===== config.mk =====
export PLATFORM = sky130hd
export DESIGN_NAME = apb_reg_slave
export DESIGN_NICKNAME = d
export VERILOG_FILES = /design/src/rtl/apb_reg_slave.sv
export SDC_FILE = /design/constraint.sdc
export NUM_CORES = 1
export LEC_CHECK = 0
export ABC_AREA = 1
export CAP_MARGIN = 15
export CORE_UTILIZATION = 40
export DETAILED_ROUTE_END_ITERATION = 10
export SLEW_MARGIN = 10
export SYNTH_ARGS = -nofsm -noshare
export SYNTH_HDL_FRONTEND = slang
export SYNTH_SLANG_ARGS = --single-unit
export TNS_END_PERCENT = 100

===== constraint.sdc =====
create_clock -name Hclk -period 1.9 [get_ports Hclk]
set_input_delay 0.38 -clock Hclk [delete_from_list [all_inputs] [get_ports Hclk]]
set_output_delay 0.38 -clock Hclk [all_outputs]
set_load 0.1 [all_outputs]

===== src/rtl/apb_reg_slave.sv =====
// APB2 responder with control/status/counter/scratch registers, phase-sequence
// checking and a maskable, registered interrupt.
module apb_reg_slave #(
    parameter logic [31:0] CNT_RESET = 32'h0000_0000
) (
    input  logic        Hclk,
    input  logic        Hresetn,
    input  logic        Psel,
    input  logic        Penable,
    input  logic        Pwrite,
    input  logic [31:0] Paddr,
    input  logic [31:0] Pwdata,
    output logic [31:0] Prdata,
    output logic        irq
);

    // Phase observed in the previous cycle.
    typedef enum logic [1:0] {
        IDLE   = 2'd0,
        SETUP  = 2'd1,
        ACCESS = 2'd2
    } state_t;

    state_t      state;
    state_t      state_next;
    logic [2:0]  lat_addr;
    logic        lat_write;

    logic [3:0]  ctrl;
    logic [1:0]  status;
    logic [31:0] count;
    logic [31:0] scratch [0:4];

    logic [2:0]  addr;
    logic        setup_phase;
    logic        access_phase;
    logic        latch;
    logic        commit;
    logic        perr;
    logic        wr_en;
    logic        rd_load;
    logic        ctrl_we;
    logic        status_we;
    logic        cnt_clear;
    logic        cnt_wrap;
    logic [1:0]  w1c;
    logic [31:0] rdata;

    assign addr         = Paddr[4:2];
    assign setup_phase  = Psel & ~Penable;
    assign access_phase = Psel & Penable;

    always_comb begin
        state_next = state;
        latch      = 1'b0;
        commit     = 1'b0;
        perr       = 1'b0;
        case (state)
            IDLE: begin
                if (setup_phase) begin
                    state_next = SETUP;
                    latch      = 1'b1;
                end else if (access_phase) begin
                    perr = 1'b1;
                end
            end
            SETUP: begin
                if (access_phase && (addr == lat_addr) && (Pwrite == lat_write)) begin
                    state_next = ACCESS;
                    commit     = 1'b1;
                end else begin
                    state_next = IDLE;
                    perr       = 1'b1;
                end
            end
            ACCESS: begin
                if (setup_phase) begin
                    state_next = SETUP;
                    latch      = 1'b1;
                end else if (!Psel) begin
                    state_next = IDLE;
                end else begin
                    state_next = IDLE;
                    perr       = 1'b1;
                end
            end
            default: state_next = IDLE;
        endcase
    end

    assign wr_en     = commit & lat_write;
    assign rd_load   = latch & ~Pwrite;
    assign ctrl_we   = wr_en && (lat_addr == 3'd0);
    assign status_we = wr_en && (lat_addr == 3'd1);
    // Clear acts on the commit edge itself and overrides any increment there.
    assign cnt_clear = ctrl_we & Pwdata[1];
    assign cnt_wrap  = ctrl[0] & ~cnt_clear & (count == 32'hFFFF_FFFF);
    assign w1c       = status_we ? Pwdata[1:0] : 2'b00;

    always_comb begin
        rdata = 32'h0;
        case (addr)
            3'd0: rdata = {28'h0, ctrl};
            3'd1: rdata = {30'h0, status};
            3'd2: rdata = count;
            3'd3: rdata = scratch[0];
            3'd4: rdata = scratch[1];
            3'd5: rdata = scratch[2];
            3'd6: rdata = scratch[3];
            3'd7: rdata = scratch[4];
            default: rdata = 32'h0;
        endcase
    end

    always_ff @(posedge Hclk or negedge Hresetn) begin
        if (!Hresetn) begin
            state     <= IDLE;
            lat_addr  <= 3'd0;
            lat_write <= 1'b0;
        end else begin
            state <= state_next;
            if (latch) begin
                lat_addr  <= addr;
                lat_write <= Pwrite;
            end
        end
    end

    always_ff @(posedge Hclk or negedge Hresetn) begin
        if (!Hresetn) begin
            ctrl <= 4'h0;
        end else if (ctrl_we) begin
            ctrl <= Pwdata[3:0];
        end else begin
            ctrl[1] <= 1'b0;
        end
    end

    always_ff @(posedge Hclk or negedge Hresetn) begin
        if (!Hresetn) begin
            count <= CNT_RESET;
        end else if (cnt_clear) begin
            count <= CNT_RESET;
        end else if (ctrl[0]) begin
            count <= count + 32'd1;
        end
    end

    // Hardware set beats a simultaneous write-one-to-clear.
    always_ff @(posedge Hclk or negedge Hresetn) begin
        if (!Hresetn) begin
            status <= 2'b00;
        end else begin
            status <= (status & ~w1c) | {cnt_wrap, perr};
        end
    end

    always_ff @(posedge Hclk or negedge Hresetn) begin
        if (!Hresetn) begin
            for (int i = 0; i < 5; i++) begin
                scratch[i] <= 32'h0;
            end
        end else if (wr_en) begin
            case (lat_addr)
                3'd3: scratch[0] <= Pwdata;
                3'd4: scratch[1] <= Pwdata;
                3'd5: scratch[2] <= Pwdata;
                3'd6: scratch[3] <= Pwdata;
                3'd7: scratch[4] <= Pwdata;
                default: ;
            endcase
        end
    end

    // Read data lives only for the access cycle; zero otherwise.
    always_ff @(posedge Hclk or negedge Hresetn) begin
        if (!Hresetn) begin
            Prdata <= 32'h0;
            irq    <= 1'b0;
        end else begin
            Prdata <= rd_load ? rdata : 32'h0;
            irq    <= |(status & ctrl[3:2]);
        end
    end

endmodule


# [Word-level counts from Yosys, hierarchy flattened]
# Cells that the tools add are included.
[totals] regBits=237 in_bits=69
[classes] add_sub_neg=1 eq_ne=19 mux=20 bitwise_logic=14 reduce_logical=15
[op_table] op="one-hot mux 32 bit (8 select lines)" count=1
[op_table] op="two-way mux 32 bit" count=3
[op_table] op="adder 32 x 1 -> 32 bit (second input constant)" count=1
[op_table] op="equality test 32 bit (second input constant)" count=1
[op_table] op="equality test 3 bit (second input constant)" count=8
[op_table] op="two-way mux 1 bit" count=11
[op_table] op="AND reduction 2 bit" count=5
[op_table] op="equality test 3 x 2 -> 1 bit (second input constant)" count=3
[op_table] op="bitwise AND 1 bit" count=7
[op_table] op="equality test 3 x 1 -> 1 bit (second input constant)" count=2
[op_table] op="zero test 3 bit" count=2
[op_table] op="two-way mux 2 bit" count=3
[op_table] op="one-hot mux 2 bit (3 select lines)" count=1
[op_table] op="bitwise AND 2 bit" count=2
[op_table] op="logical AND 1 bit" count=4
[op_table] op="OR reduction 2 bit" count=2
[op_table] op="equality test 3 bit" count=1
[op_table] op="inverter 1 bit" count=3
[op_table] op="one-hot mux 1 bit (3 select lines)" count=1
[op_table] op="equality test 2 x 1 -> 1 bit (second input constant)" count=1
[op_table] op="equality test 2 bit (second input constant)" count=1
[op_table] op="zero test 2 bit" count=1
[op_table] op="!= test 2 bit (second input constant)" count=1
[op_table] op="inverter 2 bit" count=1
[op_table] op="3 further kinds" count=3

# [Depth between registers and ports, before layout]
# Gate-level depths: netlist (run 1).
[depth] word_depth=12 mapped_depth=11

# [Worst setup path before layout (run 1)]
# No wires, ideal clock.
[synth_timing] path_kind="register to register" startpoint="register lat_addr[2]" endpoint="register scratch[11] (netlist bit)" setup_time_ns=0.120 t_arrival_ns=1.586 required_time_ns=1.780 setup_slack_ns=0.194 path_stages_with_launch=11 n_path_buf=2 synth_period_minus_slack_ns=1.706 cell_sequence="dfrtp_1 -> buf_4 -> inv_2 -> o21ai_1 -> nor2_2 -> nand3_2 -> nor2_8 -> nand3_4 -> buf_4 -> nand2_1 -> o21ai_2"
[synth_between] elab_chain_len=7 elab_cells_between_ends=8 classes_between="eq/ne: 2; mux: 2; bitwise: 1; reduce/logical: 3"
[synth_rtl] element="from (decl)" line_no="26" source="logic [2:0] lat_addr;"
[synth_rtl] element="from (signal assigned)" line_no="123" source="lat_addr <= addr;"
[synth_rtl] element="equality test 3 bit" line_no="68" source="if (access_phase && (addr == lat_addr) && (Pwrite == lat_write)) begin"
[synth_rtl] element="logical AND 1 bit (2 in series)" line_no="68"
[synth_rtl] element="two-way mux 1 bit" line_no="68"
[synth_rtl] element="two-way mux 1 bit" line_no="58" source="case (state)"
[synth_rtl] element="bitwise AND 1 bit" line_no="91" source="assign wr_en = commit & lat_write;"
[synth_rtl] element="AND reduction 2 bit (no line) (*)"
[synth_rtl] element="to (decl)" line_no="32" source="logic [31:0] scratch [0:4];"
# Mark *: on every way between the ends. The rest lies on a longest branch, timed or not.
# A chain may end at the register's enable or synchronous reset.

# [Worst setup path after layout (run 1)]
[layout_timing] startpoint="input Paddr[4]" endpoint="register Prdata[17]"
[layout_between] elab_chain_len=3 elab_cells_between_ends=10 classes_between="eq/ne: 7; mux: 2; reduce/logical: 1"
[layout_rtl] element="from (decl)" line_no="11" source="input logic [31:0] Paddr,"
[layout_rtl] element="equality test 3 bit, or another cell as far along" line_no="102" source="case (addr)"
[layout_rtl] element="one-hot mux 32 bit (8 select lines) (*)" line_no="102"
[layout_rtl] element="two-way mux 32 bit (*)" line_no="181" source="Prdata <= rd_load ? rdata : 32'h0;"
[layout_rtl] element="to (signal assigned)" line_no="181"
[layout_rtl] element="to (decl)" line_no="13" source="output logic [31:0] Prdata,"
# Marked as above.

==> impl_metrics.yaml, run 1 <==
final_layout:
  fillers: 2540
  area_growth_syn_to_layout_pct: 23.3
  antenna_cells: 0
  finalNonFillerCells: 1713
  postLayoutCoreUtil: 0.504
  drive_gt1_frac: 0.134
  fin_nets: 1429
synthesis:
  syn_nets: 1307
  syn-mean-instance-area_sq_um: 8.63
  synth_commonest_cells: "285 x nand2_1, 237 x dfrtp_1, 160 x inv_1, 114 x o21ai_1, 92 x nor2_1"
  yosys_warnings: 0
  synthArstFlopShare: 1.00
  yosysMostFrequentCell: "nand2_1"
  ys_seq_area_frac: 0.556
  syn_area_sq_mm: 0.0107
  synth_top_cell_area_share: 0.556
  synth_area_leader_cell: "dfrtp_1"
  synth_enable_flop_cells: 0
  synth_ff_type: "dfrtp_1"
  ys_types: 35
  ys_ff_latch: 237
  synthCells: 1237
  synth_area_leaders: "dfrtp_1 56%, nand2_1 10%, inv_1 5.6%"
timing:
  max_slew.worst_pin.slew_ns: 0.592
  drv_slew: 0
  fin_skew_ns: 0.00687
  setup_viol: 0
  hold_viol_final: 0
  rsz0062_at_grt: "no"
  min_period_over_period: 0.931
  relSlewSlack: 0.601
  fin_crit_ns: 1.77
  clock.fmax_mhz: 565
flow_run:
  maxCapViolCount: 0
clock_network:
  cts_setup_buffers: 0
  cts_tree: "yes"
  clk_latency_ns: 0.53
  cts_root_buf: "clkbuf_16"
  cts-buffers-inserted: 27
  htreeDepth: 1
  clk_pin_slew_ns: 0.06
  cts.sinks: 237
  cts_buffer_depth: 3
placed_design:
  place_congestion: 0.842
  place_inst: 1664
  dpl.hpwl_mm: 19.0
  portBuffers: 72
global_routing:
  gr-usage-all-layers: 0.221
  antenna_found_initial: 0
  grt_max_degree: 58
  grt_pass1_wl_mm: 46.8
  grt_pass1_vias: 8591
  grt_overflow: 0
critical_path:
  cpLargestDelayFamily: "buffers and inverters"
  path_max_fanout: 13
  path_buf_inv: 4
  crit_type: "in2reg"
  cpMaxStageDelayCell: "clkdlybuf4s50_1"
  end_kind: "register"
  crit_path_max_incr_delay_ns: 0.57
  worstPathCellList: "clkdlybuf4s50_1 > clkinv_1 > buf_4 > nor3_4 > buf_12 > nand2_1 > o21ai_0 > nor2_1 > a31oi_1"
  worst_ep_arrival_time_ns: 2.17
  startpoint_type: "primary input"
  cp.required_ns: 2.30
power_and_ir_drop:
  ir_drop_uv: 613
  p_per_area_mw_per_mm2: 899
  power.total_w: 0.0118
  leakage_nw: 6.13
routing:
  via_count: 8713
  wl_per_cell_um: 16.8
  ant_nets: 0
  first_pass_iters: 8
  drcViolationCount: 6
  viasPerCell: 5.09
  first_iter_violations: 595
  drt-total-wl_mm: 28.7
floorplan:
  num_rows: 59
  dieArea_sq_mm: 0.0273
  start_util: 0.409
  die_h_um: 165
  pin_count: 102
  core_sq_mm: 0.0261
  die_w_um: 165
outcome:
  violations: "DRC"
  status: "finished with violations"
hold_path:
  hold_class: "in2async"
==> kinds of logic after synthesis <==
family                   Yosys count  share of synthesized area
adder cells (fa/ha/maj)            1                    0.00117
AND/OR/NAND/NOR                  479                      0.191
XOR/XNOR                          16                     0.0131
AO/OA/AOI/OAI                    278                      0.145
buffers and inverters            226                     0.0935
flip-flops                       237                      0.556
==> layer usage <==
metal  vias to the layer above  track usage  share of wire
met3                        35       0.0277          0.044
li1                       4270            -              -
met5                         -            0              0
met4                         0       0.0496          0.018
met2                       175        0.362           0.46
met1                      4233        0.313           0.47
==> layout by cell type (no fill, tap or decap), types with 38 or more instances in the layout <==
cell	count
dfrtp_1	236
clkdlybuf4s50_1	38
nor2_1	90
inv_1	160
nand3_1	39
nand2_1	284
o21ai_1	116
o22ai_1	39
o21ai_0	73
buf_4	88
==> power by group <==
| group | internal, W | total (W) | switching [W] |
|---|---|---|---|
| sequential | 0.00524 | 0.00540 | 0.000160 |
| clock | 0.00314 | 0.00520 | 0.00206 |
| combinational | 0.000472 | 0.00124 | 0.000770 |
==> registers in the layout (all words and copies together) (netlist names), 2 cells and up <==
signal / count
lat_addr: 3
ctrl: 4
status: 2
Prdata: 32
state: 2
scratch: 160
count: 32
==> final cells by class <==
| type | count | area (sq um) | share of cell area |
|---|---|---|---|
| flip-flops and latches | 237 | 5930 | 0.450 |
| multi-input cells | 774 | 3770 | 0.286 |
| repair buffers | 151 | 1530 | 0.116 |
| clock buffers | 39 | 791 | 0.0601 |
| inverters | 168 | 631 | 0.0479 |
| well taps | 335 | 419 | 0.0318 |
| clock inverters | 9 | 98.8 | 0.00751 |
==> metrics by stage <==
step	TNS, ns	hold WS, ns	setup slack (ns)	cell area (sq um)
after floorplan	0	0.0844	0.194	10700
after global routing	0	0.399	0.0225	13200
final	0	0.353	0.131	13200
after global placement	-58.97	0.310	-0.389	12200
after detailed placement	-62.36	0.318	-0.414	12200
after CTS	0	0.365	0.0951	13100
==> final timing paths <==
kind	start	endpoint	slack [ns]	depth (start not counted)
worst min register to register	scratch[93]$_DFFE_PN0P_	scratch[93]$_DFFE_PN0P_	0.48	2
worst min-delay path	Hresetn	Prdata[30]$_DFF_PN0_	0.35	2
worst max-delay path	Paddr[4]	Prdata[17]$_DFF_PN0_	0.13	9
max in group asynchronous	Hresetn	lat_addr[0]$_DFFE_PN0P_	0.88	3
worst max register to register	lat_addr[0]$_DFFE_PN0P_	scratch[102]$_DFFE_PN0P_	0.13	10
min in group Hclk	Pwdata[2]	ctrl[2]$_DFFE_PN0P_	0.46	3
==> what timing repair did <==
action	in CTS	in global routing
hold buffers	1	0
hold endpoints to repair	40	0
endpoints found under the setup margin	0	13
gates resized for setup	0	8
No activity file was read; power rests on OpenSTA's default activity.
==> run 2, diff against run 1 <==
Settings changed: HOLD_SLACK_MARGIN set to 0.03.
==> results of run 2 <==
No change in the layout: final DEF, timing and power equal those of run 1.
